==> src/rtl/mem_port_arbiter_if.sv <==
// Bus bundle between the fetch/load-store requesters, the arbiter and the memory port.
// The master modport is the arbiter's view; slave is the CPU and memory side.
interface mem_port_arbiter_if #(
    parameter int AW = 32,
    parameter int DW = 32
);
    // Fetch side
    logic          IF_Req;
    logic [AW-1:0] IF_Addr;
    logic          IF_Ack;
    logic [DW-1:0] IF_RData;
    // Load/store side
    logic          MEM_Rd;
    logic          MEM_Wr;
    logic [AW-1:0] MEM_Addr;
    logic [DW-1:0] MEM_WData;
    logic [3:0]    MEM_BE;
    logic          MEM_Ack;
    logic [DW-1:0] MEM_RData;
    // Memory port: M_Valid/M_Ready handshake. A transfer completes on a rising edge
    // where both are 1; request fields stay stable while M_Valid=1; M_Ready is
    // ignored while M_Valid=0; M_RData is only meaningful while M_Ready=1.
    logic          M_Valid;
    logic          M_Wr;
    logic [AW-1:0] M_Addr;
    logic [DW-1:0] M_WData;
    logic [3:0]    M_BE;
    logic          M_Ready;
    logic [DW-1:0] M_RData;
    // Status and pipeline control
    logic          Bus_Err;
    logic          PCWre;
    logic          IFID_Stall;
    logic          Pipe_Stall;

    modport master (
        input  IF_Req, IF_Addr, MEM_Rd, MEM_Wr, MEM_Addr, MEM_WData, MEM_BE,
        input  M_Ready, M_RData,
        output IF_Ack, IF_RData, MEM_Ack, MEM_RData,
        output M_Valid, M_Wr, M_Addr, M_WData, M_BE,
        output Bus_Err, PCWre, IFID_Stall, Pipe_Stall
    );

    modport slave (
        output IF_Req, IF_Addr, MEM_Rd, MEM_Wr, MEM_Addr, MEM_WData, MEM_BE,
        output M_Ready, M_RData,
        input  IF_Ack, IF_RData, MEM_Ack, MEM_RData,
        input  M_Valid, M_Wr, M_Addr, M_WData, M_BE,
        input  Bus_Err, PCWre, IFID_Stall, Pipe_Stall
    );
endinterface

==> src/rtl/mem_port_arbiter.sv <==
// Shares a single-ported unified memory between IF fetch and MEM load/store,
// with MEM priority, completion masking, a hang watchdog and pipeline freeze outputs.
module mem_port_arbiter #(
    parameter int AW      = 32,
    parameter int DW      = 32,
    parameter int TIMEOUT = 16
) (
    input  logic               CLK,
    input  logic               Reset,
    mem_port_arbiter_if.master bus,
    output logic [1:0]         state_dbg
);
    typedef enum logic [1:0] {
        IDLE    = 2'd0,
        GNT_MEM = 2'd1,
        GNT_IF  = 2'd2
    } state_t;

    localparam logic [7:0] WD_LAST = 8'(TIMEOUT - 1);

    state_t        state, state_next;
    logic          grant_mem, grant_if;
    logic          mem_req, done, abort, end_txn;
    logic          m_valid, m_wr;
    logic [AW-1:0] m_addr;
    logic [DW-1:0] m_wdata;
    logic [3:0]    m_be;
    logic          if_ack, mem_ack, bus_err;
    logic [DW-1:0] if_rdata, mem_rdata;
    logic [7:0]    wdog;
    logic          mem_wait, if_wait;

    assign mem_req = bus.MEM_Rd | bus.MEM_Wr;
    assign done    = m_valid & bus.M_Ready;
    assign abort   = m_valid & ~bus.M_Ready & (wdog == WD_LAST);
    assign end_txn = done | abort;

    always_ff @(posedge CLK or negedge Reset) begin
        if (!Reset) state <= IDLE;
        else        state <= state_next;
    end

    // The requester that just finished is not eligible at its own end edge,
    // so a continuously held request cannot be granted twice in a row.
    always_comb begin
        state_next = state;
        grant_mem  = 1'b0;
        grant_if   = 1'b0;
        case (state)
            IDLE: begin
                if (mem_req)         grant_mem = 1'b1;
                else if (bus.IF_Req) grant_if  = 1'b1;
            end
            GNT_MEM: begin
                if (end_txn) begin
                    if (bus.IF_Req) grant_if   = 1'b1;
                    else            state_next = IDLE;
                end
            end
            GNT_IF: begin
                if (end_txn) begin
                    if (mem_req) grant_mem  = 1'b1;
                    else         state_next = IDLE;
                end
            end
            default: state_next = IDLE;
        endcase
        if (grant_mem) state_next = GNT_MEM;
        if (grant_if)  state_next = GNT_IF;
    end

    always_ff @(posedge CLK or negedge Reset) begin
        if (!Reset) begin
            m_valid   <= 1'b0;
            m_wr      <= 1'b0;
            m_addr    <= '0;
            m_wdata   <= '0;
            m_be      <= 4'hF;
            if_ack    <= 1'b0;
            mem_ack   <= 1'b0;
            bus_err   <= 1'b0;
            if_rdata  <= '0;
            mem_rdata <= '0;
            wdog      <= '0;
        end else begin
            m_valid <= grant_mem | grant_if | (m_valid & ~end_txn);
            if_ack  <= end_txn & (state == GNT_IF);
            mem_ack <= end_txn & (state == GNT_MEM);
            bus_err <= abort;
            if (grant_mem) begin
                m_addr  <= bus.MEM_Addr;
                m_wr    <= bus.MEM_Wr;
                m_wdata <= bus.MEM_WData;
                m_be    <= bus.MEM_Wr ? bus.MEM_BE : 4'hF;
            end else if (grant_if) begin
                m_addr <= bus.IF_Addr;
                m_wr   <= 1'b0;
                m_be   <= 4'hF;
            end
            if (done && state == GNT_IF)
                if_rdata <= bus.M_RData;
            if (done && state == GNT_MEM && !m_wr)
                mem_rdata <= bus.M_RData;
            if (grant_mem || grant_if || end_txn)
                wdog <= '0;
            else if (m_valid && !bus.M_Ready)
                wdog <= wdog + 8'd1;
        end
    end

    // Freeze the pipeline while a requester is still waiting for its Ack.
    assign mem_wait = mem_req & ~mem_ack;
    assign if_wait  = bus.IF_Req & ~if_ack;

    assign bus.Pipe_Stall = mem_wait;
    assign bus.PCWre      = ~(mem_wait | if_wait);
    assign bus.IFID_Stall = mem_wait | if_wait;

    assign bus.M_Valid   = m_valid;
    assign bus.M_Wr      = m_wr;
    assign bus.M_Addr    = m_addr;
    assign bus.M_WData   = m_wdata;
    assign bus.M_BE      = m_be;
    assign bus.IF_Ack    = if_ack;
    assign bus.IF_RData  = if_rdata;
    assign bus.MEM_Ack   = mem_ack;
    assign bus.MEM_RData = mem_rdata;
    assign bus.Bus_Err   = bus_err;
    assign state_dbg     = state;
endmodule

==> src/flat_wrapper.sv <==
// flat-port wrapper written by rule: the top's interface ports become plain ports
module mem_port_arbiter_flat 
#(
    parameter int AW      = 32,
    parameter int DW      = 32,
    parameter int TIMEOUT = 16
)
  (CLK, Reset, state_dbg, bus_IF_Req, bus_IF_Addr, bus_MEM_Rd, bus_MEM_Wr, bus_MEM_Addr, bus_MEM_WData, bus_MEM_BE, bus_M_Ready, bus_M_RData, bus_IF_Ack, bus_IF_RData, bus_MEM_Ack, bus_MEM_RData, bus_M_Valid, bus_M_Wr, bus_M_Addr, bus_M_WData, bus_M_BE, bus_Bus_Err, bus_PCWre, bus_IFID_Stall, bus_Pipe_Stall);
  mem_port_arbiter_if #(.AW(AW), .DW(DW)) bus_i ();
  input  logic CLK;
  input  logic Reset;
  output logic [1:0] state_dbg;
  input wire logic [$bits(bus_i.IF_Req)-1:0] bus_IF_Req;
  input wire logic [$bits(bus_i.IF_Addr)-1:0] bus_IF_Addr;
  input wire logic [$bits(bus_i.MEM_Rd)-1:0] bus_MEM_Rd;
  input wire logic [$bits(bus_i.MEM_Wr)-1:0] bus_MEM_Wr;
  input wire logic [$bits(bus_i.MEM_Addr)-1:0] bus_MEM_Addr;
  input wire logic [$bits(bus_i.MEM_WData)-1:0] bus_MEM_WData;
  input wire logic [$bits(bus_i.MEM_BE)-1:0] bus_MEM_BE;
  input wire logic [$bits(bus_i.M_Ready)-1:0] bus_M_Ready;
  input wire logic [$bits(bus_i.M_RData)-1:0] bus_M_RData;
  output wire logic [$bits(bus_i.IF_Ack)-1:0] bus_IF_Ack;
  output wire logic [$bits(bus_i.IF_RData)-1:0] bus_IF_RData;
  output wire logic [$bits(bus_i.MEM_Ack)-1:0] bus_MEM_Ack;
  output wire logic [$bits(bus_i.MEM_RData)-1:0] bus_MEM_RData;
  output wire logic [$bits(bus_i.M_Valid)-1:0] bus_M_Valid;
  output wire logic [$bits(bus_i.M_Wr)-1:0] bus_M_Wr;
  output wire logic [$bits(bus_i.M_Addr)-1:0] bus_M_Addr;
  output wire logic [$bits(bus_i.M_WData)-1:0] bus_M_WData;
  output wire logic [$bits(bus_i.M_BE)-1:0] bus_M_BE;
  output wire logic [$bits(bus_i.Bus_Err)-1:0] bus_Bus_Err;
  output wire logic [$bits(bus_i.PCWre)-1:0] bus_PCWre;
  output wire logic [$bits(bus_i.IFID_Stall)-1:0] bus_IFID_Stall;
  output wire logic [$bits(bus_i.Pipe_Stall)-1:0] bus_Pipe_Stall;
  assign bus_i.IF_Req = bus_IF_Req;
  assign bus_i.IF_Addr = bus_IF_Addr;
  assign bus_i.MEM_Rd = bus_MEM_Rd;
  assign bus_i.MEM_Wr = bus_MEM_Wr;
  assign bus_i.MEM_Addr = bus_MEM_Addr;
  assign bus_i.MEM_WData = bus_MEM_WData;
  assign bus_i.MEM_BE = bus_MEM_BE;
  assign bus_i.M_Ready = bus_M_Ready;
  assign bus_i.M_RData = bus_M_RData;
  assign bus_IF_Ack = bus_i.IF_Ack;
  assign bus_IF_RData = bus_i.IF_RData;
  assign bus_MEM_Ack = bus_i.MEM_Ack;
  assign bus_MEM_RData = bus_i.MEM_RData;
  assign bus_M_Valid = bus_i.M_Valid;
  assign bus_M_Wr = bus_i.M_Wr;
  assign bus_M_Addr = bus_i.M_Addr;
  assign bus_M_WData = bus_i.M_WData;
  assign bus_M_BE = bus_i.M_BE;
  assign bus_Bus_Err = bus_i.Bus_Err;
  assign bus_PCWre = bus_i.PCWre;
  assign bus_IFID_Stall = bus_i.IFID_Stall;
  assign bus_Pipe_Stall = bus_i.Pipe_Stall;
  mem_port_arbiter #(.AW(AW), .DW(DW), .TIMEOUT(TIMEOUT)) u_core (.CLK(CLK), .Reset(Reset), .bus(bus_i), .state_dbg(state_dbg));
endmodule
==> config.mk <==
export PLATFORM = sky130hd
export DESIGN_NAME = mem_port_arbiter_flat
export DESIGN_NICKNAME = d
export VERILOG_FILES = /design/src/rtl/mem_port_arbiter_if.sv /design/src/rtl/mem_port_arbiter.sv /design/src/flat_wrapper.sv
export SDC_FILE = /design/constraint.sdc
export NUM_CORES = 1
export LEC_CHECK = 0
export CORE_ASPECT_RATIO = 0.7
export CORE_MARGIN = 8
export CORE_UTILIZATION = 46
export DETAILED_ROUTE_END_ITERATION = 16
export PLACE_DENSITY = 0.88
export SETUP_SLACK_MARGIN = 0.02
export SLEW_MARGIN = 10
export SYNTH_ARGS = -nofsm -noshare
export SYNTH_HDL_FRONTEND = slang
export SYNTH_SLANG_ARGS = --single-unit
==> constraint.sdc <==
create_clock -name CLK -period 5.75 [get_ports CLK]
set_input_delay 0.8625 -clock CLK [delete_from_list [all_inputs] [get_ports CLK]]
set_output_delay 0.8625 -clock CLK [all_outputs]
set_load 0.02 [all_outputs]
==> impl_results.md, run 1 <==
* Met2 Track Usage GR at 40.8%
* DP Area at 0.00933 mm²
* Leak at 4.12 nW
* CTS Buffer Depth at 2
* Dpl hpwl at 15,400 µm
* Cell variety after synth at 46
* Max-slew headroom at 16.0%
* Final setup fails at 0
* Worst slack, placed at 1.86 ns
* Grt peak-use layer: met2
* Reg2reg end: u_core.bus.M_WData[0]$_DFFE_PN0N_
* Number of global-route vias before repair at 5,853
* Final Max Tran Viols at 0
* Initial antenna violation count at 0
* First-pass GRT wire length at 33,100 µm
* Fin crit share at 61.2%
* WL per Instance at 22.0 µm
* WP data required at 6.03 ns
* CTS tree: yes
* Syn Inst Count at 499
* Number of nets in the final layout at 897
* Cells on worst reg2reg path at 5
* Global routing usage on met1 at 27.0%
* Register bit count reported by yosys at 147
* Synth area leader: dfrtp_1
* Worst Hold Class: input port to async pin
* Endpoint class of the critical path: flop
* Total CTS buffers at 17
* Net Sw Frac at 37.3%
* Period minus WS final at 3.52 ns
* Die H at 115 µm
* # Post-CTS Setup Buffers at 0
* Drt initial violations at 367
* # resized after CTS at 0
* Netlist Area Pre-Place at 0.00643 mm²
* Final Util at 72.3%
* Routed wire length at 21,200 µm
* Residual DRC at 0
* Hold_buf cts at 0
* Worst Max-Slew Pin Slew at 1.25 ns
* I/O pin total at 280
* Ys flop type: dfrtp_1
* Post-synth EDFFs at 0
* H-tree Lvls at 4
* Starting Density at 46.7%
* Sw Pwr at 0.00219 W
* Ys async rst share at 100%
* Root Driver: clkbuf_16
* Global routing usage on met3 at 7.62%
* Vias at 5,443
* Final ANT Viol Nets at 0
* Synth warn at 0
* Reg2reg setup slack at 2.47 ns
* Placed Cells at 929
* Design area at 0.00996 mm²
* DR vias/cell at 5.66
* Post-route insts no fill at 961
* Initial DRT Pass Iterations at 5
* Sequential share of power at 31.4%
* RSZ-0062 raised after global routing: no
* Sequential area share after synthesis at 57.3%
* Core Region at 0.0138 mm²
* Mapped Nets at 638
* Clock network power share at 20.1%
* Number of max-cap violations at 0
* Crit-path max FO at 70
* Clock Sinks at 147
* Critical Path Source Type: input port
* Layout Area Growth over Synthesis at 54.8%
* Critical Path AT at 3.80 ns
* Clock Pin Slew Worst Setup and Hold Paths at 0.07 ns
* Status: complete, no violations
* GP Congestion at 0.844
* Skew-Pair Late Insertion Delay at 0.41 ns
* Total Neg Setup Slack at 0 ns
* Syn Area/Cell at 12.9 µm²
* Cell Int Power at 0.00368 W
* Comb power frac at 48.5%
* Post-synth top area share at 55.6%
* Endpoints failing hold at 0
* Share of post-route cells with drive strength above 1 at 19.3%
* Ant diodes at 0
* Clock Skews at 0.0124 ns
* Tot GR Track Use at 23.3%
* Largest net degree at the start of global routing at 81
* Worst r2r src: u_core.wdog[0]$_DFFE_PN0P_
* Total Die Area at 0.0181 mm²
* Max rail drop VDD at 0.280 mV
* Fmax at 284 MHz
* Port bufs at 279
* Remaining Overflow, GRT at 0
* P per Cell Area at 589 mW/mm²
* Crit Path Class: input port to flop
* # rows at 36
* Most frequent cell after synthesis: dfrtp_1
* Synth top cells by count: dfrtp_1 (143), mux2_2 (66), nor4_1 (43), a31oi_1 (36), o21ai_0 (34)
* Die W at 157 µm
* PnR worst setup slack at 2.23 ns
* Top cells by area, synth: dfrtp_1 (56%), mux2_2 (12%), mux2_4 (6.8%), nor4_1 (4.2%), o211ai_1 (3.7%)
[flip-flops by register name, summed over array words and instances, names as in the netlist, 2 cells and up]
register,cells
u_core.bus.M_Addr,32
u_core.bus.M_WData,32
u_core.wdog,8
u_core.bus.M_BE,4
u_core.bus.MEM_RData,32
u_core.state_dbg,2
u_core.bus.IF_RData,32
[cell families after synthesis]
group | Yosys count | synth area share (%)
buffers and inverters | 50 | 3.75
muxes | 96 | 18.5
DFF | 147 | 57.3
AOI/OAI and AO/OA | 110 | 10.8
and+or+nand+nor | 88 | 8.60
adders and majority gates | 1 | 0.194
xor gates and xnor gates | 7 | 0.953
[area by class of cell]
class                   count  area, µm²
multi-input cells         302       2550
inverters                   6       22.5
clock inverters            15        206
fillers                   933       3820
flip-flops and latches    147       3680
well taps                 190        238
clock buffers              17        425
repair buffers            284       2830
[cells in the final DEF, fill, tap and decap left out, types with 2 or more instances in the layout]
cell,instances
clkdlybuf4s50_1,278
nor2_1,4
inv_6,7
clkbuf_16,17
xor2_1,5
inv_8,2
dfstp_2,4
o211ai_1,32
nand4_1,3
nand3_1,2
nor3_1,3
or2_2,3
a31oi_1,36
mux2_2,66
and3_1,2
o21ai_0,34
xnor2_1,2
nand2b_1,7
dfrtp_1,143
buf_4,5
bufinv_16,3
nand2_1,6
inv_1,6
nor2b_1,3
nor4_1,43
mux2_4,29
[routing by layer]
layer  vias up  share of wire [%]
met5         -                  0
met4         0                2.3
met2       275                 51
met1      2730                 38
met3        36                8.6
li1       2402                  -
[power groups by stage]
stage               clock network, W  logic (W)  registers [W]
finish                       0.00118    0.00284        0.00184
global placement                   0    0.00277        0.00181
detailed placement                 0    0.00286        0.00185
CTS                          0.00120    0.00287        0.00184
global route                 0.00125    0.00300        0.00190
floorplan                          0   0.000939        0.00238
[per-stage QoR]
stage | power, W | hold WS [ns]
floorplan | 0.00332 | 0.508
global placement | 0.00458 | 0.469
detailed placement | 0.00471 | 0.471
CTS | 0.00592 | 0.483
global route | 0.00615 | 0.490
finish | 0.00587 | 0.473
[worst max path at each step]
stage,from,to,slack [ns],cells past startpoint
floorplan,bus_MEM_Rd,bus_PCWre,3.29,4
global placement,bus_M_Ready,u_core.bus.M_WData[31]$_DFFE_PN0N_,2.00,5
detailed placement,bus_M_Ready,u_core.bus.M_WData[31]$_DFFE_PN0N_,1.86,5
CTS,bus_M_Ready,u_core.bus.M_WData[31]$_DFFE_PN0N_,2.30,5
global route,bus_M_Ready,u_core.bus.M_WData[31]$_DFFE_PN0N_,2.08,5
finish,bus_M_Ready,u_core.bus.M_WData[0]$_DFFE_PN0N_,2.23,5
[worst max-delay path, cell delays in order]
cell and delay, ns:
clkdlybuf4s50_1 0.50, nand2b_1 0.23, a21oi_4 0.82, or3_4 0.95
mux2_2 0.41
Note: power is estimated with default switching activity, not from simulation.
==> run 2: changes to the inputs <==
--- a/config.mk
+++ b/config.mk
@@ -7,9 +7,9 @@
 export LEC_CHECK = 0
 export CORE_ASPECT_RATIO = 0.7
 export CORE_MARGIN = 8
-export CORE_UTILIZATION = 46
+export CORE_UTILIZATION = 38
 export DETAILED_ROUTE_END_ITERATION = 16
-export PLACE_DENSITY = 0.88
+export PLACE_DENSITY = 0.78
 export SETUP_SLACK_MARGIN = 0.02
 export SLEW_MARGIN = 10
 export SYNTH_ARGS = -nofsm -noshare
==> constraint.sdc (replaced) <==
create_clock -name CLK -period 3 [get_ports CLK]
set_input_delay 0.45 -clock CLK [delete_from_list [all_inputs] [get_ports CLK]]
set_output_delay 0.45 -clock CLK [all_outputs]
set_load 0.02 [all_outputs]
==> run 2 against run 1 <==
Worst hold slack got worse by 0.44 ns. Utilization fell by 11 points. Flip-flop and latch count did not move. Highest routed layer unchanged.
==> impl_results.md, run 2 (synthesis gave the netlist of run 1 again) <==
* Status: complete, no violations
* Period minus WS final at 2.50 ns
* Drt initial violations at 297
* Port bufs at 279
* GP Congestion at 0.861
* Initial DRT Pass Iterations at 5
* Endpoints failing hold at 0
* Leak at 4.16 nW
* Crit-path max FO at 7
* Share of post-route cells with drive strength above 1 at 20.2%
* Routed wire length at 21,200 µm
* Worst r2r src: u_core.wdog[0]$_DFFE_PN0P_
* Multi-input combinational cell area at 0.00254 mm²
* Number of global-route vias before repair at 5,782
* Skew-Pair Late Insertion Delay at 0.41 ns
* Net Sw Frac at 37.0%
* Ant diodes at 0
* P per Cell Area at 1120 mW/mm²
* # resized after CTS at 0
* DR vias/cell at 5.31
* Design area at 0.0101 mm²
* Vias at 5,333
* Initial antenna violation count at 0
* Root Driver: clkbuf_16
* Crit Path Class: input port to output port
* Cell Int Power at 0.00709 W
* Final ANT Viol Nets at 0
* Final Max Tran Viols at 0
* Final Util at 61.2%
* CTS Buffer Depth at 2
* RSZ-0062 raised after global routing: no
* Sw Pwr at 0.00416 W
* Max-slew headroom at 42.5%
* Die W at 172 µm
* Largest net degree at the start of global routing at 65
* WP data required at 2.55 ns
* Total Neg Setup Slack at 0 ns
* Comb power frac at 48.7%
* WL per Instance at 21.1 µm
* Hold_buf cts at 0
* Final setup fails at 0
* I/O pin total at 280
* Placed Cells at 972
* DP Area at 0.00943 mm²
* Total Die Area at 0.0214 mm²
* Sequential share of power at 31.1%
* Dpl hpwl at 15,200 µm
* Cells on worst reg2reg path at 6
* Reg2reg end: u_core.bus.M_Addr[29]$_DFFE_PN0N_
* Post-route insts no fill at 1,004
* Worst Hold Class: input port to async pin
* Clock Skews at 0.0118 ns
* Endpoint class of the critical path: output port
* Tot GR Track Use at 19.6%
* # Post-CTS Setup Buffers at 0
* H-tree Lvls at 4
* Reg2reg setup slack at 0.61 ns
* Pwr Total at 0.0113 W
* Clock Sinks at 147
* Clock network power share at 20.1%
* Commonest non-fill, non-tap cell in the layout: clkdlybuf4s50_1
* Clock Pin Slew Worst Setup and Hold Paths at 0.06 ns
* Total CTS buffers at 17
* Number of max-cap violations at 0
* Starting Density at 39.1%
* Critical Path Source Type: input port
* Fmax at 399 MHz
* Critical Path AT at 2.05 ns
* Core Region at 0.0164 mm²
* Residual DRC at 0
* Flip-flop and latch area at 0.00368 mm²
* CTS tree: yes
* Number of nets in the final layout at 905
* Worst Max-Slew Pin Slew at 0.862 ns
* Fin crit share at 83.5%
* Layout Area Growth over Synthesis at 56.4%
* # rows at 39
* First-pass GRT wire length at 33,500 µm
* Max rail drop VDD at 0.530 mV
* Die H at 125 µm
* Fill cells at 1,309
* Most frequent cells in the layout: clkdlybuf4s50_1 (278), dfrtp_1 (143), mux2_2 (66), nor4_1 (43), a31oi_1 (36)
* Remaining Overflow, GRT at 0
## run 2: worst max-delay path by stage
stage,startpoint,end,slack [ns],cells after the start
finish,bus_MEM_Wr,bus_PCWre,0.50,6
global route,bus_MEM_Wr,bus_PCWre,0.38,6
CTS,bus_MEM_Wr,bus_PCWre,0.51,6
detailed placement,bus_MEM_Wr,u_core.bus.M_Addr[29]$_DFFE_PN0N_,0.28,6
global placement,bus_MEM_Wr,u_core.bus.M_Addr[28]$_DFFE_PN0N_,0.40,6
floorplan,u_core.wdog[0]$_DFFE_PN0P_,u_core.bus.M_WData[10]$_DFFE_PN0N_,1.06,7
## run 2: power by group through the flow
| stage | Combinational, W | Clock [W] | Sequential (W) |
|---|---|---|---|
| detailed placement | 0.00552 | 0 | 0.00352 |
| CTS | 0.00554 | 0.00232 | 0.00351 |
| global placement | 0.00540 | 0 | 0.00347 |
| finish | 0.00548 | 0.00227 | 0.00350 |
| global route | 0.00579 | 0.00240 | 0.00362 |
| floorplan | 0.00180 | 0 | 0.00456 |
## run 2: cell type report
| type | count | area share (%) |
|---|---|---|
| inverter | 6 | 0.224 |
| clock inverter | 14 | 1.91 |
| timing repair buffer | 292 | 28.9 |
| multi-input combinational | 302 | 25.2 |
| tap | 225 | 2.80 |
| sequential | 147 | 36.6 |
| clock buffer | 18 | 4.36 |
## run 2: metrics by stage
| step | worst slack (ns) | hold WS [ns] |
|---|---|---|
| final | 0.496 | 0.0332 |
| after floorplan | 1.06 | 0.154 |
| after CTS | 0.506 | 0.0308 |
| after detailed placement | 0.279 | 0.475 |
| after global routing | 0.381 | 0.0592 |
| after global placement | 0.402 | 0.470 |
## run 2: worst max-delay path, cell delays in order
cell	delay [ns]
clkdlybuf4s50_1	0.53
nor2_1	0.18
nor2_1	0.08
a21o_1	0.17
inv_1	0.05
clkdlybuf4s50_1	0.59
## run 2: layer usage
metal	vias up	track usage, %	part of all wire (%)
li1	2419	-	-
met1	2656	24.4	41
met2	230	32.0	49
met3	28	5.92	8.1
met4	0	6.37	1.9
met5	-	0	0
==> run 3: changes to the inputs <==
--- a/config.mk
+++ b/config.mk
@@ -7,9 +7,9 @@
 export LEC_CHECK = 0
 export CORE_ASPECT_RATIO = 0.7
 export CORE_MARGIN = 8
-export CORE_UTILIZATION = 38
+export CORE_UTILIZATION = 43
 export DETAILED_ROUTE_END_ITERATION = 16
-export PLACE_DENSITY = 0.78
+export PLACE_DENSITY = 0.84
 export SETUP_SLACK_MARGIN = 0.02
 export SLEW_MARGIN = 10
 export SYNTH_ARGS = -nofsm -noshare
==> constraint.sdc (replaced) <==
create_clock -name CLK -period 2.4 [get_ports CLK]
set_input_delay 0.36 -clock CLK [delete_from_list [all_inputs] [get_ports CLK]]
set_output_delay 0.36 -clock CLK [all_outputs]
set_load 0.02 [all_outputs]
==> run 3 against run 2 <==
Register-to-register slack lost 0.49 ns. Via count grew 2.0%. Worst setup slack lost 0.37 ns. Die area shrank 10%. Critical path type is now flop to flop. Highest routed layer unchanged.
==> impl_results.md, run 3 (synthesis gave the netlist of run 1 again) <==
* Share of post-route cells with drive strength above 1 at 20.9%
* Core Region at 0.0147 mm²
* Final Max Tran Viols at 0
* Comb power frac at 49.2%
* Crit-path max FO at 39
* CP Cell Sequence: ha_1 > and3_1 > a21oi_4 > buf_8 > nor3_1 > buf_4 > a2111oi_0
* Dpl hpwl at 15,500 µm
* Final setup fails at 0
* Largest net degree at the start of global routing at 72
* Total CTS buffers at 17
* Slowest CP cell: dfrtp_1
* Sw Pwr at 0.00521 W
* Initial DRT Pass Iterations at 5
* First-pass GRT wire length at 33,700 µm
* Drt initial violations at 367
* Pwr Total at 0.0140 W
* WHS at 0.444 ns
* Endpoints failing hold at 0
* Total Die Area at 0.0192 mm²
* P per Cell Area at 1380 mW/mm²
* Worst Hold Class: input port to async pin
* # Post-CTS Setup Buffers at 0
* Post-route insts no fill at 981
* Initial antenna violation count at 0
* Critical Path AT at 2.52 ns
* Die H at 118 µm
* Port bufs at 279
* Placed Cells at 948
* Largest stage delay on the critical path at 0.45 ns
* Skew-Pair Late Insertion Delay at 0.41 ns
* I/O pin total at 280
* Max rail drop VDD at 0.761 mV
* Routed wire length at 21,000 µm
* Commonest non-fill, non-tap cell in the layout: clkdlybuf4s50_1
* Period minus WS final at 2.28 ns
* Worst r2r src: u_core.wdog[0]$_DFFE_PN0P_
* Reg2reg setup slack at 0.12 ns
* Number of global-route vias before repair at 5,972
* Vias at 5,438
* Cell Int Power at 0.00880 W
* Die W at 162 µm
* Clock network power share at 19.5%
* Number of max-cap violations at 0
* CTS tree: yes
* Clock Sinks at 147
* Critical Path Start: u_core.wdog[0]$_DFFE_PN0P_
* Clock Skews at 0.0183 ns
* Starting Density at 43.8%
* Sequential share of power at 31.4%
* Clock Pin Slew Worst Setup and Hold Paths at 0.07 ns
* Residual DRC at 0
* GP Congestion at 0.805
* Ant diodes at 0
* Endpoint class of the critical path: flop
* Status: complete, no violations
* H-tree Lvls at 4
* Max-slew headroom at 58.2%
* Number of nets in the final layout at 912
* Fin crit share at 94.8%
* WP data required at 2.64 ns
* Root Driver: clkbuf_16
* Tot GR Track Use at 21.6%
* Worst Max-Slew Pin Slew at 0.622 ns
* Layout Area Growth over Synthesis at 57.6%
* WL per Instance at 21.4 µm
* Fmax at 439 MHz
* Critical Path Source Type: flop
* Leak at 4.20 nW
* Crit Path Class: flop to flop
* CTS Buffer Depth at 2
* Cells on worst reg2reg path at 7
* Fill cells at 1,026
* Final ANT Viol Nets at 0
* Remaining Overflow, GRT at 0
* Net Sw Frac at 37.2%
* DR vias/cell at 5.54
* # rows at 37
* Total Neg Setup Slack at 0 ns
* RSZ-0062 raised after global routing: no
* Most frequent cells in the layout: clkdlybuf4s50_1 (278), dfrtp_1 (143), mux2_2 (66), nor4_1 (43), a31oi_1 (36)
==> run 3: stage by stage <==
stage	cell area, µm²	worst slack [ns]	util [%]
floorplan	6430	0.458	-
global placement	9510	0.0893	64.8
detailed placement	9510	0.00170	64.8
CTS	10100	0.0279	69.0
global route	10100	0.0524	69.1
finish	10100	0.125	69.1
==> run 3: area by class of cell <==
class | instances | area (µm²) | area share, %
inverters | 6 | 22.5 | 0.222
multi-input cells | 302 | 2550 | 25.2
clock buffers | 17 | 425 | 4.19
flip-flops and latches | 147 | 3680 | 36.3
clock inverters | 15 | 181 | 1.79
well taps | 195 | 244 | 2.41
repair buffers | 299 | 3030 | 29.9
==> run 3: worst max-delay path: cells and delay by family (launching register included) <==
kind	cells	cell delay, ns
adder cells (fa/ha/maj)	1	0.26
flip-flops	1	0.45
AO/OA/AOI/OAI	2	0.62
buffers and inverters	2	0.45
AND/OR/NAND/NOR	2	0.32
==> run 3: power groups by stage <==
stage	Clock [W]	Sequential (W)	Combinational, W
finish	0.00273	0.00439	0.00689
global placement	0	0.00433	0.00677
floorplan	0	0.00570	0.00225
CTS	0.00279	0.00440	0.00696
detailed placement	0	0.00442	0.00693
global route	0.00289	0.00454	0.00726
==> run 3: path summary, 6_finish.rpt <==
check                                                   endpoint
worst max register to register        u_core.wdog[1]$_DFFE_PN0P_
max in group asynchronous         u_core.bus.M_BE[2]$_DFFE_PN1N_
worst max-delay path                  u_core.wdog[1]$_DFFE_PN0P_
worst min-delay path            u_core.bus.M_Addr[7]$_DFFE_PN0N_
min in group CLK                  u_core.bus.M_BE[3]$_DFFE_PN1N_
worst min register to register    u_core.bus.M_BE[3]$_DFFE_PN1N_
==> run 3: repair_timing <==
action,CTS,global route
hold endpoints to repair,43,0
resized for setup,0,3
hold buffers,1,0
endpoints found under the setup margin,0,4
==> run 3: routing by layer <==
layer	GRT usage, %	vias to the layer above	part of all wire, %
li1	-	2436	-
met1	25.8	2703	40
met2	37.1	281	50
met3	6.80	18	8.8
met5	0	-	0
met4	5.65	0	1.3
